File: src/rtl/piso_pkg.sv
// Shared types and helpers for the parallel-in serial-out transmitter.
package piso_pkg;

  localparam int DEFAULT_WIDTH = 4;

  typedef enum logic [1:0] {
    IDLE  = 2'd0,
    SHIFT = 2'd1,
    PAR   = 2'd2
  } state_t;

  function automatic int clog2(input int value);
    int result;
    int remaining;
    result    = 0;
    remaining = value - 1;
    while (remaining > 0) begin
      result    = result + 1;
      remaining = remaining >> 1;
    end
    return result;
  endfunction

endpackage

File: src/rtl/piso_shreg.sv
// Loadable WIDTH-bit shift register; o_bit is the bit currently being transmitted.
module piso_shreg #(
  parameter int WIDTH = 4
) (
  input  logic             clk,
  input  logic             rst,
  input  logic             i_load,
  input  logic             i_shift,
  input  logic             i_msb_first,
  input  logic [WIDTH-1:0] i_data,
  output logic             o_bit
);

  logic [WIDTH-1:0] r_q;

  always_ff @(posedge clk) begin
    if (rst) begin
      r_q <= '0;
    end else if (i_load) begin
      r_q <= i_data;
    end else if (i_shift) begin
      if (i_msb_first) r_q <= {r_q[WIDTH-2:0], 1'b0};
      else             r_q <= {1'b0, r_q[WIDTH-1:1]};
    end
  end

  assign o_bit = i_msb_first ? r_q[WIDTH-1] : r_q[0];

endmodule

File: src/rtl/piso_serializer.sv
// Parallel-in serial-out transmitter with valid/ready load and back-to-back framing.
// Optional even parity bit per frame when PISO_SERIALIZER_PARITY_EN is defined.
module piso_serializer
  import piso_pkg::*;
#(
  parameter int WIDTH     = DEFAULT_WIDTH,
  parameter int MSB_FIRST = 1
) (
  input  logic             clk,
  input  logic             rst,
  input  logic             load_valid,
  output logic             load_ready,
  input  logic [WIDTH-1:0] load_data,
  output logic             sout,
  output logic             sout_valid,
  output logic             frame_start,
  output logic             busy,
  output logic [1:0]       o_dbg_state
);

  localparam int CW = clog2(WIDTH + 1);
  localparam logic [CW-1:0] LAST = CW'(WIDTH - 1);

  // Handshake: a word moves when load_valid && load_ready at a rising edge.
  // load_ready depends only on rst, state and counter, never on load_valid.
  state_t        r_state, w_state_next;
  logic [CW-1:0] r_cnt, w_cnt_next;
  logic          w_accept;
  logic          w_last_bit;
  logic          w_frame_end;
  logic          w_load;
  logic          w_shift;
  logic          w_bit;

  assign w_last_bit = (r_state == SHIFT) && (r_cnt == LAST);
  assign w_accept   = load_valid && load_ready;

`ifdef PISO_SERIALIZER_PARITY_EN
  logic r_parity;
  assign w_frame_end = (r_state == PAR);

  always_ff @(posedge clk) begin
    if (rst)         r_parity <= 1'b0;
    else if (w_load) r_parity <= ^load_data;
  end
`else
  assign w_frame_end = w_last_bit;
`endif

  assign load_ready = !rst && ((r_state == IDLE) || w_frame_end);

  always_comb begin
    w_state_next = r_state;
    w_cnt_next   = r_cnt;
    w_load       = 1'b0;
    w_shift      = 1'b0;
    case (r_state)
      IDLE: begin
        if (w_accept) begin
          w_state_next = SHIFT;
          w_cnt_next   = '0;
          w_load       = 1'b1;
        end
      end
      SHIFT: begin
        if (!w_last_bit) begin
          w_cnt_next = r_cnt + 1'b1;
          w_shift    = 1'b1;
        end else begin
`ifdef PISO_SERIALIZER_PARITY_EN
          w_state_next = PAR;
          w_cnt_next   = '0;
`else
          w_cnt_next   = '0;
          w_load       = w_accept;
          w_state_next = w_accept ? SHIFT : IDLE;
`endif
        end
      end
`ifdef PISO_SERIALIZER_PARITY_EN
      PAR: begin
        w_cnt_next   = '0;
        w_load       = w_accept;
        w_state_next = w_accept ? SHIFT : IDLE;
      end
`endif
      default: begin
        w_state_next = IDLE;
        w_cnt_next   = '0;
      end
    endcase
  end

  always_ff @(posedge clk) begin
    if (rst) begin
      r_state <= IDLE;
      r_cnt   <= '0;
    end else begin
      r_state <= w_state_next;
      r_cnt   <= w_cnt_next;
    end
  end

  piso_shreg #(
    .WIDTH(WIDTH)
  ) u_shreg (
    .clk        (clk),
    .rst        (rst),
    .i_load     (w_load),
    .i_shift    (w_shift),
    .i_msb_first(MSB_FIRST != 0),
    .i_data     (load_data),
    .o_bit      (w_bit)
  );

  // Outputs come straight from registered state, so sout is forced low outside a frame.
  always_comb begin
    sout_valid  = (r_state == SHIFT) || (r_state == PAR);
    frame_start = (r_state == SHIFT) && (r_cnt == '0);
    busy        = (r_state != IDLE);
    sout        = 1'b0;
    if (r_state == SHIFT) sout = w_bit;
`ifdef PISO_SERIALIZER_PARITY_EN
    if (r_state == PAR)   sout = r_parity;
`endif
  end

  assign o_dbg_state = r_state;

endmodule

File: config.mk
export PLATFORM = sky130hd
export DESIGN_NAME = piso_serializer
export DESIGN_NICKNAME = d
export VERILOG_FILES = /design/src/rtl/piso_pkg.sv /design/src/rtl/piso_shreg.sv /design/src/rtl/piso_serializer.sv
export SDC_FILE = /design/constraint.sdc
export NUM_CORES = 1
export LEC_CHECK = 0
export BUFFER_PORTS_ARGS = -buffer_cell sky130_fd_sc_hd__buf_4
export CORE_MARGIN = 5
export CORE_UTILIZATION = 30
export CTS_CLUSTER_DIAMETER = 100
export CTS_CLUSTER_SIZE = 14
export DETAILED_ROUTE_END_ITERATION = 6
export GPL_TIMING_DRIVEN = 0
export PLACE_DENSITY_LB_ADDON = 0.08
export SLEW_MARGIN = 10
export SYNTH_ARGS = -nofsm -noshare
export SYNTH_HDL_FRONTEND = slang
export SYNTH_SLANG_ARGS = --single-unit
export TNS_END_PERCENT = 20
File: constraint.sdc
create_clock -name clk -period 1.2 [get_ports clk]
set_clock_uncertainty 0.15 [all_clocks]
set_input_delay 0.06 -clock clk [delete_from_list [all_inputs] [get_ports clk]]
set_output_delay 0.06 -clock clk [all_outputs]
set_load 0.05 [all_outputs]
After elaboration in Yosys (flattened, before gate mapping)
Index checks and enable logic that the tools add are counted.

cells by class
  equal/unequal tests = 5
  add/sub/neg operators = 1
  reductions and logical operators = 12
  multiplexer cells = 15

operators by type and width
  operator                                                                count
  4-bit 2-to-1 mux                                                        2
  1-bit 2-to-1 mux                                                        6
  3-bit 2-to-1 mux                                                        2
  3-bit case mux with 2 select lines                                      1
  1-bit logical AND                                                       4
  2-bit 2-to-1 mux                                                        2
  2-bit != test (second input constant)                                   2
  2-bit case mux with 2 select lines                                      1
  2-bit nonzero test                                                      2
  3-bit by 1-bit adder with 3-bit output (second input constant)          1
  3-bit by 2-bit equality test with 1-bit output (second input constant)  1
  3-bit logical NOT                                                       1
  2-bit by 1-bit equality test with 1-bit output (second input constant)  1
  2-bit equality test (second input constant)                             1
  2-bit logical NOT                                                       1
  1-bit logical OR                                                        2
  1-bit case mux with 2 select lines                                      1
  2-bit AND reduction                                                     1
  1-bit logical NOT                                                       1

word-level totals
  bits of input ports = 7
  output and inout port bits = 7
  register bits after elaboration = 9

Longest topological paths before layout
Gate-level depths: netlist (run 1).

  depth after elaboration = 8
  gate-level depth with buffers = 4
  depth with buffers taken out = 4

Cells and area by module
Synthesis (run 1) repeated with hierarchy kept, for this count alone.

second synthesis, totals
  cells, all modules = 51
  area total of the unflattened synthesis = 500.5 um^2

modules (own cells, without submodules)
  module           cells an instance  instances  area an instance (um^2)
  piso_serializer  28                 1          274.0
  piso_shreg       23                 1          226.5

Worst setup path before layout (run 1)
Ideal clock, no wire load.

  path type = reg-to-output
  start = register r_state[0], in the netlist o_dbg_state[0]
  end = output port load_ready
  arrival = 1540 ps
  required time = 990 ps
  cell stages (with the launch flop) = 4
  setup slack = -550 ps
  cell sequence = dfxtp_1 > buf_2 > and2_1 > nor2_1

on the way
  cells in the longest elaborated chain, start to end = 4
  elaborated cells on any way between the ends = 5
  classes of those cells = eq/ne: 1; reduce/logical: 4

ends and longest elaborated chain
  what                                            line                   source
  from (decl)                                     piso_serializer.sv:26  state_t r_state, w_state_next;
  from (signal assigned)                          piso_serializer.sv:99  r_state <= w_state_next;
  2-bit by 1-bit equality test with 1-bit output  piso_serializer.sv:35  assign w_last_bit = (r_state == SHIFT) && (r_cnt == LAST);
  1-bit logical AND                               piso_serializer.sv:35
  1-bit logical OR (*)                            piso_serializer.sv:50  assign load_ready = !rst && ((r_state == IDLE) || w_frame_end);
  1-bit logical AND (*)                           piso_serializer.sv:50
  to (decl)                                       piso_serializer.sv:12  output logic load_ready,

Mark *: on every way between the ends. The rest lies on a longest branch, timed or not.

Worst setup path in the final report (run 1)
  start = register r_cnt[0]
  end = output port load_ready

on the way
  cells in the longest elaborated chain, start to end = 4

ends and longest elaborated chain
  what                                            line                    source
  from (decl)                                     piso_serializer.sv:27   logic [CW-1:0] r_cnt, w_cnt_next;
  from (signal assigned)                          piso_serializer.sv:100  r_cnt <= w_cnt_next;
  3-bit by 2-bit equality test with 1-bit output  piso_serializer.sv:35
  1-bit logical AND                               piso_serializer.sv:35
  1-bit logical OR                                piso_serializer.sv:50
  1-bit logical AND                               piso_serializer.sv:50

No other way between the ends.

==> results.sh, run 1 <==
export IMPL_ios=14
export IMPL_rows=13
export IMPL_syn_num_nets=53
export IMPL_hpwlAfterDp_um=681
export IMPL_critPathCaptureType="primary output"
export IMPL_crit_path_start_kind="register"
export IMPL_synthCells=44
export IMPL_drive_above_1_share_pct=48.4
export IMPL_cts_root_buffer="clkbuf_4"
export IMPL_synth_seq_cells=8
export IMPL_routed_wl_um=978
export IMPL_status="complete, but fails checks"
export IMPL_critPathKind="reg -> out"
export IMPL_p_per_area_nw_per_um2=1110
export IMPL_ys_types=22
export IMPL_core_area_um2=1330
export IMPL_setup_ws_ns=-0.213
export IMPL_antenna_cells=0
export IMPL_use_met1_pct=9.66
export IMPL_met3_usage_pct=3.38
export IMPL_port_buffers=10
export IMPL_use_met2_pct=14.2
export IMPL_path_max_fanout=3
export IMPL_maxSlewViolCount=0
export IMPL_synth_area_per_cell_um2=9.75
export IMPL_syn_area_um2=429
export IMPL_grt_pass1_vias=336
export IMPL_syn2layout_area_growth_pct=52.5
export IMPL_clkTransAtPathRegs_ns=0.07
export IMPL_hold_viol=0
export IMPL_cts_tree="yes"
export IMPL_post_route_period_util_pct=118
export IMPL_place_gp_congestion=0.687
export IMPL_min_path_type="in -> reg"
export IMPL_track_usage_pct=8.97
export IMPL_worstSkewPairLatency_ns=0.27
export IMPL_dieHeight_um=47.8
export IMPL_p_leak_uw=0.000297
export IMPL_viasPerCell=4.65
export IMPL_die_area_um2=2290
export IMPL_setup_viol=10
export IMPL_clk_path_buf_depth=2
export IMPL_fin_crit_ns=1.41
export IMPL_clock_fmax_mhz=708
export IMPL_max_vdd_ir_drop_mv=0.512
export IMPL_cp_arrival_ns=1.20
export IMPL_cts_sinks=8
export IMPL_antenna_found_initial=0
export IMPL_yosysWarnings=0
export IMPL_drc_errors=0
export IMPL_start_util_pct=32.2
export IMPL_fin_tns_setup_ns=-1.21
export IMPL_finalNetCount=74
export IMPL_die_w_um=47.8
export IMPL_maxCapViolations=0
export IMPL_ys_seq_area_share_pct=37.3
export IMPL_grt_pass1_wl_mm=1.36
export IMPL_drt_iter0_markers=3
export IMPL_ant_nets=0
export IMPL_cts_htree_levels=1
export IMPL_globalRoute_busiestLayer="met2"
export IMPL_rsz0062_at_grt="yes"
export IMPL_hold_slack_ns=0.0431
export IMPL_numCtsBuffers=3
export IMPL_grt_overflow=0
export IMPL_routedWlPerCell_um=12.4
export IMPL_violations="setup timing"
export IMPL_drt_pass1_iter_count=4
export IMPL_crit_required_ns=0.99
export IMPL_total_power_uw=727
export IMPL_grt_max_degree=11
export IMPL_vias=367
[layout by cell type (no fill, tap or decap), drive strengths merged, types with 2 or more instances in the layout]
| cell | count |
|---|---|
| ha | 2 |
| mux2i | 5 |
| nand2b | 2 |
| buf | 19 |
| and2 | 2 |
| clkbuf | 5 |
| a221oi | 4 |
| dfxtp | 8 |
| dlygate4sd3 | 2 |
| inv | 3 |
| nor2b | 3 |
[logic make-up (layout without fill, tap and decap cells)]
kind of cell	Yosys count	count (layout)	share of synthesized area (%)
mux	5	5	11.7
flops	8	8	37.3
buf+inv	9	29	12.5
simple gates	13	13	19.8
fa+ha+maj	2	2	5.83
compound gates	6	6	12.0
other cells	1	1	0.874
[registers in the layout, summed over array words and instances, names as in the netlist]
name	cells
r_cnt	3
u_shreg.r_q	4
o_dbg_state	1
[Yosys cell counts]
cell / count / share of area, %
dfxtp_1: 8 / 37
mux2i_1: 5 / 12
a221oi_1: 4 / 8.2
buf_4: 3 / 5.2
inv_1: 3 / 2.6
nor2b_1: 3 / 4.4
and2_1: 2 / 2.9
ha_1: 2 / 5.8
a31o_1: 1 / 2.0
and3_1: 1 / 1.5
and3b_1: 1 / 2.0
buf_2: 1 / 1.2
buf_6: 1 / 2.6
clkbuf_1: 1 / 0.87
conb_1: 1 / 0.87
nand2_1: 1 / 0.87
nand2b_1: 1 / 1.5
nand2b_4: 1 / 3.2
nor2_1: 1 / 0.87
nor3_1: 1 / 1.2
nor4_1: 1 / 1.5
o21a_1: 1 / 1.7
[final cells by class]
type	instances	area, µm²
Clock buffer	4	26.3
Fill cell	132	679
Multi-Input combinational cell	27	240
Buffer	6	48.8
Timing Repair Buffer	16	140
Sequential cell	8	169
Inverter	3	11.3
Tap cell	15	18.8
[worst paths after layout]
kind,start,endpoint,slack (ns),depth (start not counted)
worst max-delay path,r_cnt[0],load_ready,-0.21,5
worst min register to register,r_cnt[2],r_cnt[2],0.36,1
worst max register to register,r_cnt[0],u_shreg.r_q[1],-0.14,5
worst min-delay path,load_data[3],u_shreg.r_q[3],0.04,3
[power by group]
part	internal, µW	switching, µW	total, µW
Combinational	91.4	110	201
Clock	128	104	231
Sequential	282	12.0	294
Total	501	226	727
[timing repair]
| item | in CTS | in global routing |
|---|---|---|
| setup endpoints to repair | 8 | 10 |
| gates resized for setup | 3 | 2 |
| pin swaps | 2 | 1 |
| endpoints found under the hold margin | 3 | 0 |
| hold buffers | 2 | 0 |
| buffers inserted | 4 | 0 |
[metrics by stage]
step / utilization, % / cell area, µm² / worst slack, ns / instances
after global placement: 42.0 / 561 / -0.0286 / 69
after floorplan: - / 467 / 0.00406 / 44
after detailed placement: 42.0 / 561 / -0.0258 / 69
after CTS: 48.6 / 648 / -0.233 / 79
final: 49.1 / 654 / -0.213 / 79
after global routing: 49.1 / 654 / -0.247 / 79
[critical path, cell delays in order (launching register included)]
cell	delay (ns)
dfxtp_4	0.37
ha_4	0.14
nand2b_4	0.05
and2_4	0.14
nor2_4	0.09
buf_8	0.15
[per-layer routing]
metal | vias to the layer above | share of wire (%)
met1 | 165 | 45
met2 | 11 | 48
met5 | - | 0
met3 | 0 | 7.0
met4 | 0 | 0
li1 | 191 | -
Note: power is estimated with default switching activity, not from simulation.
==> run 2, diff against run 1 <==
--- a/config.mk
+++ b/config.mk
@@ -13,6 +13,7 @@
 export DETAILED_ROUTE_END_ITERATION = 6
 export GPL_TIMING_DRIVEN = 0
 export PLACE_DENSITY_LB_ADDON = 0.08
+export RECOVER_POWER = 100
 export SLEW_MARGIN = 10
 export SYNTH_ARGS = -nofsm -noshare
 export SYNTH_HDL_FRONTEND = slang
==> constraint.sdc (replaced) <==
create_clock -name clk -period 1.61 [get_ports clk]
set_clock_uncertainty 0.15 [all_clocks]
set_input_delay 0.0805 -clock clk [delete_from_list [all_inputs] [get_ports clk]]
set_output_delay 0.0805 -clock clk [all_outputs]
set_load 0.05 [all_outputs]
==> results.sh, run 2 (synthesized netlist as in run 1, its figures left out) <==
export IMPL_status="completed"
export IMPL_drt_iter0_markers=1
export IMPL_cp_arrival_ns=1.29
export IMPL_post_route_period_util_pct=94.7
export IMPL_viasPerCell=4.78
export IMPL_dieHeight_um=47.8
export IMPL_worstSkewPairLatency_ns=0.26
export IMPL_syn2layout_area_growth_pct=33.5
export IMPL_relSlewSlack_pct=60.8
export IMPL_ios=14
export IMPL_path_max_fanout=5
export IMPL_endpoint="load_ready"
export IMPL_start_util_pct=32.2
export IMPL_fin_cells=74
export IMPL_die_w_um=47.8
export IMPL_worst_pin_slew_ns=0.591
export IMPL_clkTransAtPathRegs_ns=0.05
export IMPL_final_cell_mix="8 x buf_4, 6 x dfxtp_1, 5 x mux2i_1"
export IMPL_swShare_pct=31.0
export IMPL_regMostFlops="u_shreg.r_q"
export IMPL_die_area_um2=2290
export IMPL_routed_wl_um=868
export IMPL_grt_max_degree=11
export IMPL_hpwlAfterDp_um=640
export IMPL_grt_pass1_wl_mm=1.37
export IMPL_crit_path_start_kind="register"
export IMPL_vias=354
export IMPL_setup_viol=0
export IMPL_drive_above_1_share_pct=37.3
export IMPL_routedWlPerCell_um=11.7
export IMPL_post_place_cells=69
export IMPL_r2r_start="r_cnt[0]"
export IMPL_final_common_cell="buf_4"
export IMPL_grt_overflow=0
export IMPL_core_area_um2=1330
export IMPL_maxSlewViolCount=0
export IMPL_cts_sinks=8
export IMPL_crit_chain="ha_4, nand2b_4, and2_4, nor2_2, buf_4"
export IMPL_cts_root_buffer="clkbuf_4"
export IMPL_finalNetCount=70
export IMPL_cts_tree="yes"
export IMPL_reg2reg_to="r_cnt[0]"
export IMPL_crit_slowest_cell="dfxtp_4"
export IMPL_antenna_cells=0
export IMPL_p_leak_uw=0.000259
export IMPL_drc_errors=0
export IMPL_critPathCaptureType="primary output"
export IMPL_clkPwrFrac_pct=31.0
export IMPL_max_stage_delay_ns=0.37
export IMPL_power_switching_uw=155
export IMPL_critPathKind="reg -> out"
export IMPL_p_per_area_nw_per_um2=873
export IMPL_clock_fmax_mhz=656
export IMPL_p_comb_share_pct=25.1
export IMPL_hold_slack_ns=0.0544
export IMPL_maxCapViolations=0
export IMPL_rsz0062_at_grt="no"
export IMPL_numCtsBuffers=3
export IMPL_cts_htree_levels=1
export IMPL_r2r_cells=4
export IMPL_fin_crit_ns=1.52
export IMPL_drt_pass1_iter_count=3
export IMPL_ant_nets=0
export IMPL_post_cts_buffers=0
export IMPL_place_gp_congestion=0.765
export IMPL_largest_reg_flops=4
export IMPL_crit_required_ns=1.38
export IMPL_min_path_type="in -> reg"
export IMPL_worstSetupStartpoint="r_cnt[0]"
export IMPL_antenna_found_initial=0
export IMPL_rows=13
export IMPL_p_seq_share_pct=43.9
export IMPL_port_buffers=10
export IMPL_clk_path_buf_depth=2
export IMPL_r2r_slack_ns=0.37
export IMPL_p_int_uw=345
export IMPL_grt_pass1_vias=331
export IMPL_hold_viol=0
export IMPL_track_usage_pct=9.26
export IMPL_max_vdd_ir_drop_mv=0.409
[run 2: cell count changes in the layout (fill, tap and decap cells not counted), sizes merged]
cell,delta
clkbuf,+3
buf,-8
[run 2: final cells by class]
type | count | area, µm²
multi-input cells | 27 | 233
well taps | 15 | 18.8
clock buffers | 3 | 22.5
flip-flops and latches | 8 | 165
inverters | 3 | 11.3
fillers | 142 | 761
plain buffers | 6 | 42.5
repair buffers | 12 | 80.1
[run 2: worst max-delay path: cells and delay by family, from the launching register on]
kind	cells	cell delay [ns]
AND/OR/NAND/NOR	3	0.32
flip-flops	1	0.37
buffers and inverters	1	0.20
adder cells (fa/ha/maj)	1	0.15
[run 2: worst min-delay path by stage]
stage | from | endpoint | slack (ns) | depth (start not counted)
6_report | load_data[1] | u_shreg.r_q[1] | 0.05 | 3
5_1_grt | load_data[1] | u_shreg.r_q[1] | 0.07 | 3
4_1_cts | load_data[1] | u_shreg.r_q[1] | 0.05 | 3
3_5_place_dp | load_valid | o_dbg_state[0] | 0.20 | 2
3_3_place_gp | load_valid | o_dbg_state[0] | 0.22 | 2
2_1_floorplan | load_data[0] | u_shreg.r_q[0] | 0.13 | 2
[run 2: repair_timing]
| action | CTS | global route |
|---|---|---|
| hold buffers | 2 | 0 |
| endpoints found under the setup margin | 1 | 1 |
| resized for setup | 5 | 3 |
| gates cloned | 0 | 0 |
| hold endpoints to repair | 2 | 0 |
[run 2: per-stage QoR]
step / util (%) / instance area (µm²) / power, µW / setup TNS, ns / worst slack (ns)
floorplan: - / 432 / 316 / -0.00295 / -0.00295
global placement: 39.4 / 526 / 347 / 0 / 0.227
detailed placement: 39.4 / 526 / 350 / 0 / 0.188
CTS: 44.0 / 587 / 518 / 0 / 0.00598
global route: 43.0 / 573 / 532 / 0 / 0.0155
finish: 43.0 / 573 / 500 / 0 / 0.0852
[run 2: layer usage]
layer | track usage [%] | vias to the layer above | part of all wire [%]
met5 | 0 | - | 0
met4 | 8.06 | 0 | 3.3
met3 | 3.38 | 3 | 11
met2 | 12.9 | 14 | 40
met1 | 11.0 | 156 | 46
li1 | - | 181 | -
[run 2: power groups by stage]
| stage | clock network, µW | logic [µW] | registers (µW) |
|---|---|---|---|
| floorplan | 0 | 88.5 | 227 |
| global placement | 0 | 125 | 222 |
| detailed placement | 0 | 127 | 223 |
| CTS | 164 | 134 | 220 |
| global route | 175 | 136 | 221 |
| finish | 155 | 126 | 220 |
==> run 3, diff against run 2 <==
--- a/config.mk
+++ b/config.mk
@@ -6,6 +6,7 @@
 export NUM_CORES = 1
 export LEC_CHECK = 0
 export BUFFER_PORTS_ARGS = -buffer_cell sky130_fd_sc_hd__buf_4
+export CAP_MARGIN = 20
 export CORE_MARGIN = 5
 export CORE_UTILIZATION = 30
 export CTS_CLUSTER_DIAMETER = 100
@@ -14,7 +15,7 @@
 export GPL_TIMING_DRIVEN = 0
 export PLACE_DENSITY_LB_ADDON = 0.08
 export RECOVER_POWER = 100
-export SLEW_MARGIN = 10
+export REMOVE_ABC_BUFFERS = 1
 export SYNTH_ARGS = -nofsm -noshare
 export SYNTH_HDL_FRONTEND = slang
 export SYNTH_SLANG_ARGS = --single-unit
==> results.sh, run 3 (synthesized netlist as in run 1, its figures left out) <==
export IMPL_vias=350
export IMPL_rsz0062_at_grt="no"
export IMPL_hpwlAfterDp_um=648
export IMPL_track_usage_pct=9.81
export IMPL_cts_htree_levels=1
export IMPL_die_area_um2=2290
export IMPL_drt_pass1_iter_count=3
export IMPL_power_switching_uw=159
export IMPL_numCtsBuffers=3
export IMPL_viasPerCell=4.93
export IMPL_fin_area_um2=564
export IMPL_post_route_period_util_pct=97.7
export IMPL_post_place_cells=65
export IMPL_critPathCaptureType="primary output"
export IMPL_rows=13
export IMPL_post_place_ws_ns=0.179
export IMPL_max_stage_delay_ns=0.37
export IMPL_regMostFlops="u_shreg.r_q"
export IMPL_setup_viol=0
export IMPL_place_gp_congestion=0.722
export IMPL_clk_path_buf_depth=2
export IMPL_hold_viol=0
export IMPL_grt_pass1_wl_mm=1.49
export IMPL_worstSkewPairLatency_ns=0.26
export IMPL_hold_slack_ns=0.0423
export IMPL_p_comb_share_pct=24.0
export IMPL_cts_tree="yes"
export IMPL_core_area_um2=1330
export IMPL_max_vdd_ir_drop_mv=0.340
export IMPL_p_per_area_nw_per_um2=891
export IMPL_start_util_pct=32.2
export IMPL_final_cell_mix="6 x buf_4, 6 x dfxtp_1, 5 x mux2i_1"
export IMPL_clkTransAtPathRegs_ns=0.06
export IMPL_fin_cells=71
export IMPL_grt_pass1_vias=338
export IMPL_crit_path_start_kind="register"
export IMPL_ant_nets=0
export IMPL_cts_root_buffer="clkbuf_4"
export IMPL_post_cts_buffers=0
export IMPL_routedWlPerCell_um=13.5
export IMPL_setup_ws_ns=0.0368
export IMPL_p_leak_uw=0.000253
export IMPL_min_path_type="in -> reg"
export IMPL_port_buffers=12
export IMPL_clkPwrFrac_pct=31.5
export IMPL_drc_errors=0
export IMPL_total_power_uw=503
export IMPL_grt_max_degree=14
export IMPL_grt_overflow=0
export IMPL_p_seq_share_pct=44.5
export IMPL_antenna_cells=0
export IMPL_drt_iter0_markers=6
export IMPL_cts_sinks=8
export IMPL_status="completed"
export IMPL_maxCapViolations=0
export IMPL_die_w_um=47.8
export IMPL_critPathKind="reg -> out"
export IMPL_p_int_uw=344
export IMPL_placed_area_um2=495
export IMPL_cp_arrival_ns=1.34
export IMPL_clock_fmax_mhz=636
export IMPL_routed_wl_um=962
export IMPL_antenna_found_initial=0
export IMPL_path_max_fanout=5
export IMPL_drive_above_1_share_pct=37.5
export IMPL_swShare_pct=31.7
export IMPL_crit_chain="ha_4, nand2b_4, and2_4, nor2_2, buf_6"
export IMPL_fin_crit_ns=1.57
export IMPL_maxSlewViolCount=0
export IMPL_dieHeight_um=47.8
export IMPL_largest_reg_flops=4
export IMPL_ios=14
export IMPL_crit_slowest_cell="dfxtp_4"
export IMPL_syn2layout_area_growth_pct=31.5
export IMPL_finalNetCount=67
export IMPL_crit_required_ns=1.38
export IMPL_fillCellCount=134
-- run 3: what timing repair did --
item,in CTS,in global routing
pin swaps,1,0
setup endpoints to repair,1,1
cloned,0,0
hold buffers,3,0
resized for setup,5,4
endpoints found under the hold margin,6,0
-- run 3: path summary, 6_finish.rpt --
path,startpoint,cells after the start,slack [ns],to
hold reg to reg,r_cnt[2],1,0.34,r_cnt[2]
setup reg to reg,o_dbg_state[0],2,0.29,r_cnt[0]
setup / recovery,r_cnt[0],5,0.04,load_ready
hold / removal,load_data[2],3,0.04,u_shreg.r_q[2]
-- run 3: metal layers --
layer | vias up | GRT usage [%] | part of all wire, %
met5 | - | 0 | 0
met1 | 165 | 11.7 | 42
li1 | 172 | - | -
met3 | 4 | 2.26 | 7.0
met4 | 0 | 8.06 | 2.1
met2 | 9 | 14.8 | 49
-- run 3: per-stage QoR --
stage | utilization (%) | TNS [ns]
5_1_grt | 42.3 | 0
6_report | 42.3 | 0
3_3_place_gp | 37.1 | 0
2_1_floorplan | - | -5.62
3_5_place_dp | 37.1 | 0
4_1_cts | 42.6 | 0
-- run 3: critical path: cells and delay by family (launching register included) --
family                     cells  cell delay, ns
adders and majority gates      1            0.15
and+or+nand+nor                3            0.39
DFF                            1            0.37
buffers and inverters          1            0.17
-- run 3: power groups by stage --
stage | registers (µW) | logic, µW | clock network [µW]
4_1_cts | 224 | 124 | 162
5_1_grt | 226 | 129 | 162
3_3_place_gp | 226 | 113 | 0
3_5_place_dp | 227 | 116 | 0
2_1_floorplan | 242 | 56.9 | 0
6_report | 224 | 121 | 158
-- run 3: final cells by class --
type                    instances  area, µm²  area share (%)
clock buffers                   3       22.5            3.99
inverters                       3       11.3            2.00
multi-input cells              27        233            41.2
flip-flops and latches          8        165            29.3
well taps                      15       18.8            3.33
repair buffers                 15        114            20.2
